**src/rtl/kong_throw_scheduler.sv**
```systemverilog
// Kong barrel-throw sequencer: WAIT/GET/HOLD/DROP cycle with lowest-free-slot spawn arbitration.
// Optional macro KONG_SCHED_RANDOM_EN adds an 8-bit LFSR jitter (0..15 cycles) to every wait load.
module kong_throw_scheduler #(
    parameter int SLOTS        = 4,
    parameter int THROW_PERIOD = 64,
    parameter int PHASE_LEN    = 2
) (
    input  logic                     i_clk,
    input  logic                     i_rst,
    input  logic                     i_start,
    input  logic                     i_over,
    input  logic [SLOTS-1:0]         i_slot_busy,
    input  logic                     i_spawn_ack,
    output logic                     o_spawn_req,
    output logic [$clog2(SLOTS)-1:0] o_spawn_slot,
    output logic [1:0]               o_animation_state,
    output logic                     o_playing,
    output logic [7:0]               o_throw_count
);

    localparam int SW = $clog2(SLOTS);
    localparam int TW = $clog2(THROW_PERIOD + 16);
    localparam int PW = (PHASE_LEN > 1) ? $clog2(PHASE_LEN) : 1;

    typedef enum logic [2:0] {
        S_IDLE,
        S_WAIT,
        S_GET,
        S_HOLD,
        S_DROP
    } state_t;

    state_t          r_state;
    state_t          w_next;
    logic [TW-1:0]   r_timer;
    logic [TW-1:0]   w_timer_nxt;
    logic [TW-1:0]   w_timer_load;
    logic [PW-1:0]   r_phase;
    logic [PW-1:0]   w_phase_nxt;
    logic            w_all_busy;
    logic [SW-1:0]   w_free_slot;
    logic            w_req_nxt;
    logic [SW-1:0]   w_slot_nxt;
    logic [1:0]      w_anim_nxt;
    logic            w_play_nxt;
    logic [7:0]      w_count_nxt;

`ifdef KONG_SCHED_RANDOM_EN
    logic [7:0] r_lfsr;

    // Fibonacci LFSR, taps 8,6,5,4, free-running every cycle
    always_ff @(posedge i_clk or posedge i_rst) begin
        if (i_rst) begin
            r_lfsr <= 8'hA5;
        end else begin
            r_lfsr <= {r_lfsr[6:0], r_lfsr[7] ^ r_lfsr[5] ^ r_lfsr[4] ^ r_lfsr[3]};
        end
    end

    assign w_timer_load = TW'(THROW_PERIOD - 1) + TW'(r_lfsr[3:0]);
`else
    assign w_timer_load = TW'(THROW_PERIOD - 1);
`endif

    // Downward scan so the lowest free index is the last one written
    always_comb begin
        w_all_busy  = &i_slot_busy;
        w_free_slot = '0;
        for (int unsigned i = SLOTS; i > 0; i--) begin
            if (!i_slot_busy[i-1]) begin
                w_free_slot = SW'(i - 1);
            end
        end
    end

    always_ff @(posedge i_clk or posedge i_rst) begin
        if (i_rst) begin
            r_state <= S_IDLE;
        end else begin
            r_state <= w_next;
        end
    end

    always_comb begin
        w_next = r_state;
        if (i_over) begin
            w_next = S_IDLE;
        end else begin
            case (r_state)
                S_IDLE:  if (i_start) w_next = S_WAIT;
                S_WAIT:  if (r_timer == '0 && !w_all_busy) w_next = S_GET;
                S_GET:   if (r_phase == '0) w_next = S_HOLD;
                S_HOLD:  if (r_phase == '0) w_next = S_DROP;
                S_DROP:  if (i_spawn_ack) w_next = S_WAIT;
                default: w_next = S_IDLE;
            endcase
        end
    end

    always_comb begin
        w_timer_nxt = r_timer;
        w_phase_nxt = r_phase;

        if ((r_state == S_IDLE || r_state == S_DROP) && w_next == S_WAIT) begin
            w_timer_nxt = w_timer_load;
        end else if (r_state == S_WAIT && r_timer != '0) begin
            w_timer_nxt = r_timer - 1'b1;
        end

        if ((w_next == S_GET && r_state != S_GET) || (w_next == S_HOLD && r_state != S_HOLD)) begin
            w_phase_nxt = PW'(PHASE_LEN - 1);
        end else if ((r_state == S_GET || r_state == S_HOLD) && r_phase != '0) begin
            w_phase_nxt = r_phase - 1'b1;
        end
    end

    // Outputs are registered from the next state, so they change on the same edge as the state
    always_comb begin
        case (w_next)
            S_GET:   w_anim_nxt = 2'b01;
            S_HOLD:  w_anim_nxt = 2'b10;
            S_DROP:  w_anim_nxt = 2'b11;
            default: w_anim_nxt = 2'b00;
        endcase
        w_play_nxt  = (w_next != S_IDLE);
        w_req_nxt   = (w_next == S_DROP);
        w_slot_nxt  = (r_state == S_WAIT && w_next == S_GET) ? w_free_slot : o_spawn_slot;
        w_count_nxt = o_throw_count;
        if (r_state == S_IDLE && w_next == S_WAIT) begin
            w_count_nxt = '0;
        end else if (r_state == S_DROP && w_next == S_WAIT && o_throw_count != '1) begin
            w_count_nxt = o_throw_count + 8'd1;
        end
    end

    always_ff @(posedge i_clk or posedge i_rst) begin
        if (i_rst) begin
            r_timer           <= '0;
            r_phase           <= '0;
            o_spawn_req       <= 1'b0;
            o_spawn_slot      <= '0;
            o_animation_state <= 2'b00;
            o_playing         <= 1'b0;
            o_throw_count     <= '0;
        end else begin
            r_timer           <= w_timer_nxt;
            r_phase           <= w_phase_nxt;
            o_spawn_req       <= w_req_nxt;
            o_spawn_slot      <= w_slot_nxt;
            o_animation_state <= w_anim_nxt;
            o_playing         <= w_play_nxt;
            o_throw_count     <= w_count_nxt;
        end
    end

endmodule

```
**config.mk**
```make
export PLATFORM = sky130hd
export DESIGN_NAME = kong_throw_scheduler
export DESIGN_NICKNAME = d
export VERILOG_FILES = /design/src/rtl/kong_throw_scheduler.sv
export SDC_FILE = /design/constraint.sdc
export NUM_CORES = 1
export LEC_CHECK = 0
export CAP_MARGIN = 10
export CORE_ASPECT_RATIO = 1.75
export CORE_MARGIN = 3
export CORE_UTILIZATION = 50
export CTS_CLUSTER_SIZE = 28
export DETAILED_ROUTE_END_ITERATION = 8
export PLACE_DENSITY = 0.83
export SKIP_LAST_GASP = 1
export SYNTH_ARGS = -nofsm -noshare
export SYNTH_HDL_FRONTEND = slang
export SYNTH_SLANG_ARGS = --single-unit
```
**constraint.sdc**
```tcl
create_clock -name i_clk -period 4.14 [get_ports i_clk]
set_clock_uncertainty 0.1 [all_clocks]
set_input_delay 0.414 -clock i_clk [delete_from_list [all_inputs] [get_ports i_clk]]
set_output_delay 0.414 -clock i_clk [all_outputs]
set_load 0.005 [all_outputs]
```
### Yosys cells after proc, flatten, opt, wreduce, memory -nomap -nowiden

Cells that the tools add are included.

* register bits: 25
* bits in latches: 0
* memory bits (writable): 0
* bits in read-only memories: 0
* input bits: 9
* output and inout port bits: 14
* word-level logic and storage cells: 62
* memories: 0

* add/subtract/negate cells: 3
* $mul: 0
* divide/modulo/power cells: 0
* order comparisons: 0
* equality and inequality tests: 11
* shift-type cells: 0
* muxes and demuxes: 18
* bitwise operators: 0
* reduce and logical (&&, ||, !) cells: 22

Operators by type and width (number)
* two-way mux 3 bit: 6
* two-way mux 8 bit: 2
* case mux 3 bit (5 select lines): 1
* two-way mux 7 bit: 2
* equality test 3 x 2 -> 1 bit (second input constant): 4
* logical AND 1 bit: 10
* adder 8 x 1 -> 8 bit (second input constant): 1
* two-way mux 2 bit: 4
* != test 8 bit (second input constant): 1
* logical NOT 7 bit: 1
* nonzero test 7 bit: 1
* subtractor 7 x 1 -> 7 bit (second input constant): 1
* equality test 3 x 1 -> 1 bit (second input constant): 2
* equality test 3 bit (second input constant): 2
* != test 3 x 2 -> 1 bit (second input constant): 2
* case mux 2 bit (3 select lines): 1
* nonzero test 2 bit: 3
* AND reduction 4 bit: 1
* logical NOT 3 bit: 1
* logical OR 1 bit: 3
* nonzero test 3 bit: 1
* two-way mux 1 bit: 2
* logical NOT 1 bit: 1
* subtractor 1 bit (second input constant): 1

### Depth between registers and ports, before layout

Gate-level depths: netlist of run 1.

* word-level depth: 11
* mapped depth: 7
* gate-level depth less buffers: 7

### Worst setup path after synthesis of run 1

No wires, ideal clock.

* kind: register to register
* from: reg r_timer[0]
* to: reg o_spawn_slot[0]
* library setup time: 0.128 ns
* arrival: 1.746 ns
* data required time: 3.912 ns
* slack: 2.167 ns
* cell stages (with the launch flop): 8
* path buffers: 0
* clock period less this slack: 1.973 ns
* path through: dfrtp_1 inv_1 ha_1 nor3b_1 nand3_1 or2_1 nor2_2 mux2_1

* longest elaborated chain between the ends: 7

RTL lines
* start: declaration: RTL line 35 `logic [TW-1:0] r_timer;`
* start signal: assignment: RTL line 146 `r_timer <= w_timer_nxt;`
* logical NOT 7 bit: RTL line 91 `S_WAIT: if (r_timer == '0 && !w_all_busy) w_next = S_GET;`
* logical AND 1 bit: RTL line 91
* two-way mux 3 bit: RTL line 91
* case mux 3 bit (5 select lines): RTL line 89 `case (r_state)`
* two-way mux 3 bit: RTL line 86 `if (i_over) begin`
* equality test 3 x 2 -> 1 bit: RTL line 127 `w_slot_nxt = (r_state == S_WAIT && w_next == S_GET) ? w_free_slot : o_spawn_slot;`
* logical AND 1 bit: RTL line 127
* end signal: assignment: RTL line 149 `o_spawn_slot <= w_slot_nxt;`
* end: declaration: RTL line 15 `output logic [$clog2(SLOTS)-1:0] o_spawn_slot,`

No other way between the ends.
A chain may end at the register's enable or synchronous reset.

### Worst setup path in the final report of run 1

* from: reg r_state[2]
* to: reg o_throw_count[5]

* longest elaborated chain between the ends: 7
* elaborated cells between the ends (all ways): 18
* classes of those cells: eq/ne: 5; mux: 8; reduce/logical: 5

RTL lines
* start: declaration: RTL line 33 `state_t r_state;`
* start signal: assignment: RTL line 80 `r_state <= w_next;`
* equality test 3 bit, or another cell as far along: RTL line 89, 131
* case mux 3 bit (5 select lines): RTL line 89
* two-way mux 3 bit: RTL line 86
* equality test 3 x 1 -> 1 bit: RTL line 129, 131
* logical AND 1 bit (2 in series): RTL line 131 `end else if (r_state == S_DROP && w_next == S_WAIT && o_throw_count != '1) begin`
* nonzero test 2 bit (no line)
* end signal: assignment: RTL line 152 `o_throw_count <= w_count_nxt;`
* end: declaration: RTL line 18 `output logic [7:0] o_throw_count`

Parallel ways exist; a longest one is shown, timed or not.

==> summary.txt, run 1 <==
Die
  • Top-Level Pins: 23
  • Die Span Y: between 70 and 80 um
  • Rows: 24
  • Core area: about 2500 um^2
  • Initial Util: between 50% and 60%
  • Die Wd: ~45 um
  • Die ar.: ~3400 um^2

Route
  • Wirelength, routed: 2980 um
  • Vias/cell: between 6 and 7
  • DRT Pass-1 Iters: 4
  • Vias: 1156
  • Detail Route Antenna Nets: 0
  • DR DRC count: 0
  • Mean routed wirelength per cell: around 16 um
  • Initial DRC Count: 26

CTS
  • CTS Root Cell: clkbuf_8
  • CTS H-tree depth: 1
  • CTS Buffer Depth: 2
  • Total CTS buffers: 3
  • Clk_lat worst skew: between 0.2 and 0.3 ns
  • Cts hold-fix bufs: 0
  • Worst-path clk slew: roughly 0.090 ns
  • CTS tree: yes
  • CTS Sinks: 25
  • Post-CTS Setup Bufs: 0
  • Resized Gates After CTS: 0

Synth
  • Ys async rst share: 100%
  • Post-synth EDFFs: 0
  • Commonest register cell after synthesis: dfrtp_1
  • Seq/Total Area, Yosys: between 40% and 50%
  • YS warnings: 0
  • Syn Nets: approximately 150
  • Netlist Area Pre-Place: between 1000 and 1500 um^2
  • Synth Area per Inst: between 9 and 10 um^2
  • Synthesized flop and latch total: 25
  • Syn Inst Count: around 140
  • Synth cell types: 42

Setup path
  • Worst Reg-to-Reg Cells: 4
  • Worst Setup EP: o_throw_count[5]$_DFFE_PP0P_
  • WS Path Type: reg -> reg
  • Crit Reg-Reg Startpoint: r_state[2]$_DFF_PP0_
  • Crit path max fanout: 19
  • Worst Setup SP: r_state[2]$_DFF_PP0_
  • Endpoint class of the critical path: flop
  • R2r setup slk: 1.85 ns
  • Arrival time worst endpoint: roughly 2.3 ns
  • CP Launch Type: flop
  • FF-to-FF End: o_throw_count[5]$_DFFE_PP0P_
  • CP Data Required Time: 4.14 ns

STA
  • RSZ-0062 raised after global routing: false
  • Worst slew pin tran: around 0.95 ns
  • Slew headroom: 36.1%
  • Slew Limit Fails: 0
  • Tmin final: roughly 2.3 ns
  • Max Clock Freq: 0.436 GHz
  • Fin Setup TNS: 0 ns
  • Final hold violations: 0
  • Final setup violating endpoints: 0
  • Period utilization: 55.4%

Finish
  • Diode count: 0
  • Final core occ: between 60 and 70%
  • Post-route cell area: approximately 1600 um^2
  • Share of post-route cells with drive strength above 1: around 5.5%
  • Layout Nets: between 150 and 200
  • Area growth, synth to finish: 20.8%

Pwr
  • Logic pwr share: 15.5%
  • Power Dens Cells: 314 nW/um^2
  • Clk network pwr share: around 28%
  • Switching fraction of total power: around 28%
  • Flop pwr share: between 50% and 60%
  • Maximum vdd drop: between 200 and 250 uV
  • Switch Pwr: ~140 uW
  • Leakage: between 0.6 and 0.7 nW
  • Internal Pwr Total: 367 uW

Job
  • Max-cap viol count: 0

Placement
  • Gpl congestion: between 0.8 and 0.9
  • Cell Area, Placed: about 1600 um^2
  • Port-buffer cells: 22
  • DP HPWL: around 2300 um

Global routing
  • Largest net degree at the start of global routing: 26
  • Number of global-route vias before repair: between 1000 and 1500
  • Initial antenna violation count: 0
  • First-pass GRT wire length: approximately 5100 um
  • GRT Util Overall: ~20%
  • Grt ovf: 0

Hold path
  • Hold Crit Class: reg -> reg

Outcome
  • Outcome: finished clean
==> cells by family (layout without fill, tap and decap cells) <==
kind of cell / count (synthesis) / in the layout / synth area share, %
buffers and inverters: 11 / 34 / 3.73
muxes: 2 / 2 / 1.68
AOI/OAI and AO/OA: 32 / 32 / 15.7
xor gates and xnor gates: 5 / 5 / 3.27
DFF: 25 / 25 / 46.6
adders and majority gates: 2 / 2 / 1.87
and+or+nand+nor: 65 / 65 / 27.1
==> power groups by stage <==
stage,sequential (mW),clock (mW),combinational (mW)
after detailed placement,0.292,0,0.0790
after global placement,0.289,0,0.0740
after CTS,0.287,0.148,0.0800
final,0.287,0.143,0.0788
after global routing,0.290,0.156,0.0904
after floorplan,0.287,0,0.0555
==> flip-flops by register name, summed over array words and instances (netlist names) <==
register and flops:
o_playing 1, o_spawn_slot 2, o_animation_state 2, r_phase 1
r_timer 7, o_spawn_req 1, r_state 3, o_throw_count 8
==> metal layers <==
layer	track usage, %	wire [um]	vias up
li1	-	-	555
met1	23.4	1140	544
met2	34.2	1570	46
met3	2.91	153	11
met4	12.7	118	0
met5	0	0	-
==> critical path, stage by stage, from the launching register on <==
cell and delay (ns):
dfrtp_1 0.69, nor2b_1 0.12, and3_1 0.24, o21ai_1 0.75, o221ai_1 0.22
==> worst min path at each step <==
stage | depth (start not counted) | startpoint | to | slack [ns]
after floorplan | 1 | i_rst | o_animation_state[0]$_DFF_PP0_ | 0.34
after global placement | 1 | o_spawn_slot[0]$_DFFE_PP0P_ | o_spawn_slot[0]$_DFFE_PP0P_ | 0.37
after detailed placement | 1 | o_spawn_slot[0]$_DFFE_PP0P_ | o_spawn_slot[0]$_DFFE_PP0P_ | 0.38
after CTS | 1 | o_spawn_slot[0]$_DFFE_PP0P_ | o_spawn_slot[0]$_DFFE_PP0P_ | 0.40
after global routing | 1 | o_spawn_slot[0]$_DFFE_PP0P_ | o_spawn_slot[0]$_DFFE_PP0P_ | 0.42
final | 1 | o_spawn_slot[0]$_DFFE_PP0P_ | o_spawn_slot[0]$_DFFE_PP0P_ | 0.39
==> synthesized netlist by cell type, types with 3 or more instances <==
master    count  area, um^2
dfrtp_1      25         626
nand2_1      20        75.1
a21oi_1      11        55.1
inv_1         8        30.0
nand2b_1      7        43.8
nand3_1       6        30.0
nor2_1        6        22.5
nor3_1        4        20.0
o21ai_1       4        20.0
a21o_1        3        22.5
nand4_1       3        18.8
xnor2_1       3        26.3
==> metrics by stage <==
| stage | hold slack [ns] | cells | power, mW | setup WS, ns |
|---|---|---|---|---|
| after global routing | 0.421 | 191 | 0.537 | 1.65 |
| after detailed placement | 0.383 | 187 | 0.371 | 1.83 |
| after CTS | 0.402 | 191 | 0.515 | 1.86 |
| after global placement | 0.370 | 187 | 0.363 | 1.95 |
| final | 0.395 | 191 | 0.509 | 1.85 |
| after floorplan | 0.341 | 142 | 0.342 | 2.17 |
==> cell usage in the layout (no fill, tap or decap), types with 3 or more instances in the layout <==
cell type and count:
nand4_1 3, dfrtp_1 25, xnor2_1 3, a21oi_1 11, clkdlybuf4s50_1 22, inv_1 8, nand3_1 6, clkbuf_8 3
a21o_1 3, nand2_1 20, nand2b_1 7, o21ai_1 4, nor3_1 4, nor2_1 6
==> final cells by class <==
cell class | instances | area, um^2
Multi-Input combinational cell | 106 | 666
Sequential cell | 25 | 626
Fill cell | 210 | 902
Clock inverter | 1 | 5.00
Inverter | 8 | 30.0
Timing Repair Buffer | 22 | 220
Tap cell | 26 | 32.5
Clock buffer | 3 | 41.3
(Power assumes the default switching activity.)
==> run 2: changes to the inputs <==
==> constraint.sdc (replaced) <==
create_clock -name i_clk -period 2.33 [get_ports i_clk]
set_clock_uncertainty 0.1 [all_clocks]
set_input_delay 0.233 -clock i_clk [delete_from_list [all_inputs] [get_ports i_clk]]
set_output_delay 0.233 -clock i_clk [all_outputs]
set_load 0.005 [all_outputs]
==> run 2 against run 1 <==
Net effect: clock power increased by 85%; flip-flop and latch count unchanged; utilization increased by 1.5 points; register-to-register slack got worse by 1.6 ns; sequential power increased by 77%; total power increased by 80%; worst setup slack got worse by 1.6 ns; combinational power increased by 80%; die area unchanged; global-route usage increased by 0.40 points; via count increased by 3.5%; critical endpoint is now o_spawn_slot[1]$_DFFE_PP0P_; largest cell class unchanged; highest routed layer unchanged.
==> summary.txt, run 2 (synthesis results as in run 1) <==
Outcome
  • Outcome: finished clean

STA
  • Final hold violations: 0
  • Slew Limit Fails: 0
  • Worst slew pin tran: ~0.48 ns
  • Final setup violating endpoints: 0
  • Worst Setup Slack, final: between 0.2 and 0.3 ns
  • Fin Setup TNS: 0 ns
  • Slew headroom: roughly two thirds
  • Period utilization: roughly 89%
  • Tmin final: 2.08 ns
  • Max Clock Freq: roughly 0.48 GHz
  • RSZ-0062 raised after global routing: false

Die
  • Initial Util: between 50% and 60%
  • Core area: 2520 um^2
  • Top-Level Pins: 23
  • Die ar.: 3360 um^2
  • Die Wd: roughly 45 um
  • Die Span Y: ~75 um
  • Rows: 24

Placement
  • Port-buffer cells: 22
  • DP HPWL: approximately 2300 um
  • Gpl congestion: 0.917
  • DP Worst Slack: roughly 0.16 ns
  • Placed cell count: around 190

Setup path
  • WS Path Type: reg -> reg
  • Endpoint class of the critical path: flop
  • CP Data Required Time: ~2.4 ns
  • Worst Reg-to-Reg Cells: 7
  • Number of cells on the critical path: 7
  • CP top delay family: simple AND/OR/NAND/NOR gates
  • Crit path max fanout: 4
  • R2r setup slk: 0.25 ns
  • Arrival time worst endpoint: roughly 2.1 ns
  • Worst Setup SP: r_timer[0]$_DFFE_PP0P_
  • Crit path buffers/inverters: 1
  • CP Launch Type: flop
  • Worst Setup EP: o_spawn_slot[1]$_DFFE_PP0P_
  • Max incr delay on CP: approximately 0.44 ns
  • FF-to-FF End: o_spawn_slot[1]$_DFFE_PP0P_
  • Crit Reg-Reg Startpoint: r_timer[0]$_DFFE_PP0P_
  • Worst path cell trace: inv_1 -> ha_1 -> nor3b_2 -> nand3_1 -> or2_1 -> nor2_2 -> mux2_1
  • CP max stage cell: dfrtp_1

Route
  • Initial DRC Count: 28
  • Vias: around 1200
  • Detail Route Antenna Nets: 0
  • DR DRC count: 0
  • DRT Pass-1 Iters: 4
  • Wirelength, routed: roughly 3000 um
  • Vias/cell: 6.13
  • Mean routed wirelength per cell: between 15 and 20 um

Global routing
  • Initial antenna violation count: 0
  • First-pass GRT wire length: ~5000 um
  • Number of global-route vias before repair: 1155
  • Grt ovf: 0
  • Largest net degree at the start of global routing: 26
  • GRT Util Overall: approximately a fifth

CTS
  • Total CTS buffers: 3
  • Clk_lat worst skew: around 0.28 ns
  • Worst-path clk slew: approximately 0.09 ns
  • Resized Gates After CTS: 0
  • Cts hold-fix bufs: 0
  • CTS tree: yes
  • Post-CTS Setup Bufs: 0
  • CTS Root Cell: clkbuf_8
  • CTS H-tree depth: 1
  • CTS Buffer Depth: 2
  • CTS Sinks: 25

Finish
  • Most frequent cells in the layout: dfrtp_1 (25), clkdlybuf4s50_1 (22), nand2_1 (20)
  • Flip-flop count of the largest register after layout: 8
  • Share of post-route cells with drive strength above 1: under 10%
  • Commonest non-fill, non-tap cell in the layout: dfrtp_1
  • Final cell count without fillers: roughly 200
  • Largest regs: o_throw_count (8), r_timer (7), r_state (3)
  • Layout Nets: roughly 180
  • Area growth, synth to finish: 23.6%
  • Top reg by flops: o_throw_count
  • Diode count: 0

Pwr
  • Leakage: around 0.70 nW
  • Power Dens Cells: about 550 nW/um^2
  • Maximum vdd drop: roughly 470 uV

Hold path
  • Hold Crit Class: in -> async

Job
  • Max-cap viol count: 0
[run 2: cell types whose count changed in the layout (fill, tap and decap cells not counted)]
cell	change
clkinv_2	-1
buf_4	+4
clkinvlp_4	+1
nor3b_1	-1
nor3b_2	+1
[run 2: worst reg2reg max path, cell delays in order, from the launching register on]
cell and delay [ns]:
dfrtp_1 0.44, inv_1 0.08, ha_1 0.20, nor3b_2 0.32, nand3_1 0.12, or2_1 0.26
nor2_2 0.12, mux2_1 0.33
[run 2: per-stage QoR]
step / cell area (um^2) / hold WS [ns] / power [mW] / util [%]
after detailed placement: 1600 / 0.378 / 0.656 / 63.6
after global placement: 1600 / 0.377 / 0.649 / 63.6
after CTS: 1650 / 0.205 / 0.919 / 65.5
final: 1660 / 0.192 / 0.915 / 65.7
after floorplan: 1340 / 0.160 / 0.608 / -
after global routing: 1660 / 0.244 / 0.965 / 65.7
[run 2: routing by layer]
metal | vias up | share of wire, % | global-route usage [%]
li1 | 566 | - | -
met1 | 578 | 37 | 23.7
met2 | 38 | 54 | 34.5
met3 | 14 | 3.6 | 3.39
met4 | 0 | 5.0 | 13.7
met5 | - | 0 | 0
[run 2: area by class of cell]
class | instances | area (um^2)
Multi-Input combinational cell | 106 | 671
Fill cell | 212 | 865
Clock inverter | 1 | 7.51
Clock buffer | 3 | 41.3
Sequential cell | 25 | 626
Inverter | 8 | 30.0
Timing Repair Buffer | 26 | 250
Tap cell | 26 | 32.5
[run 2: how the worst min path moves through the flow]
stage | from | endpoint | slack (ns) | depth (start not counted)
floorplan | i_rst | o_animation_state[0]$_DFF_PP0_ | 0.16 | 1
global placement | r_phase$_DFFE_PP0P_ | r_phase$_DFFE_PP0P_ | 0.38 | 1
detailed placement | o_spawn_slot[0]$_DFFE_PP0P_ | o_spawn_slot[0]$_DFFE_PP0P_ | 0.38 | 1
CTS | i_rst | o_playing$_DFF_PP0_ | 0.20 | 3
global route | i_rst | o_playing$_DFF_PP0_ | 0.24 | 3
finish | i_rst | r_state[0]$_DFF_PP0_ | 0.19 | 3
[run 2: power breakdown]
group          internal (mW)  switching (mW)
clock network          0.122           0.144
logic                 0.0708          0.0717
registers              0.466          0.0413
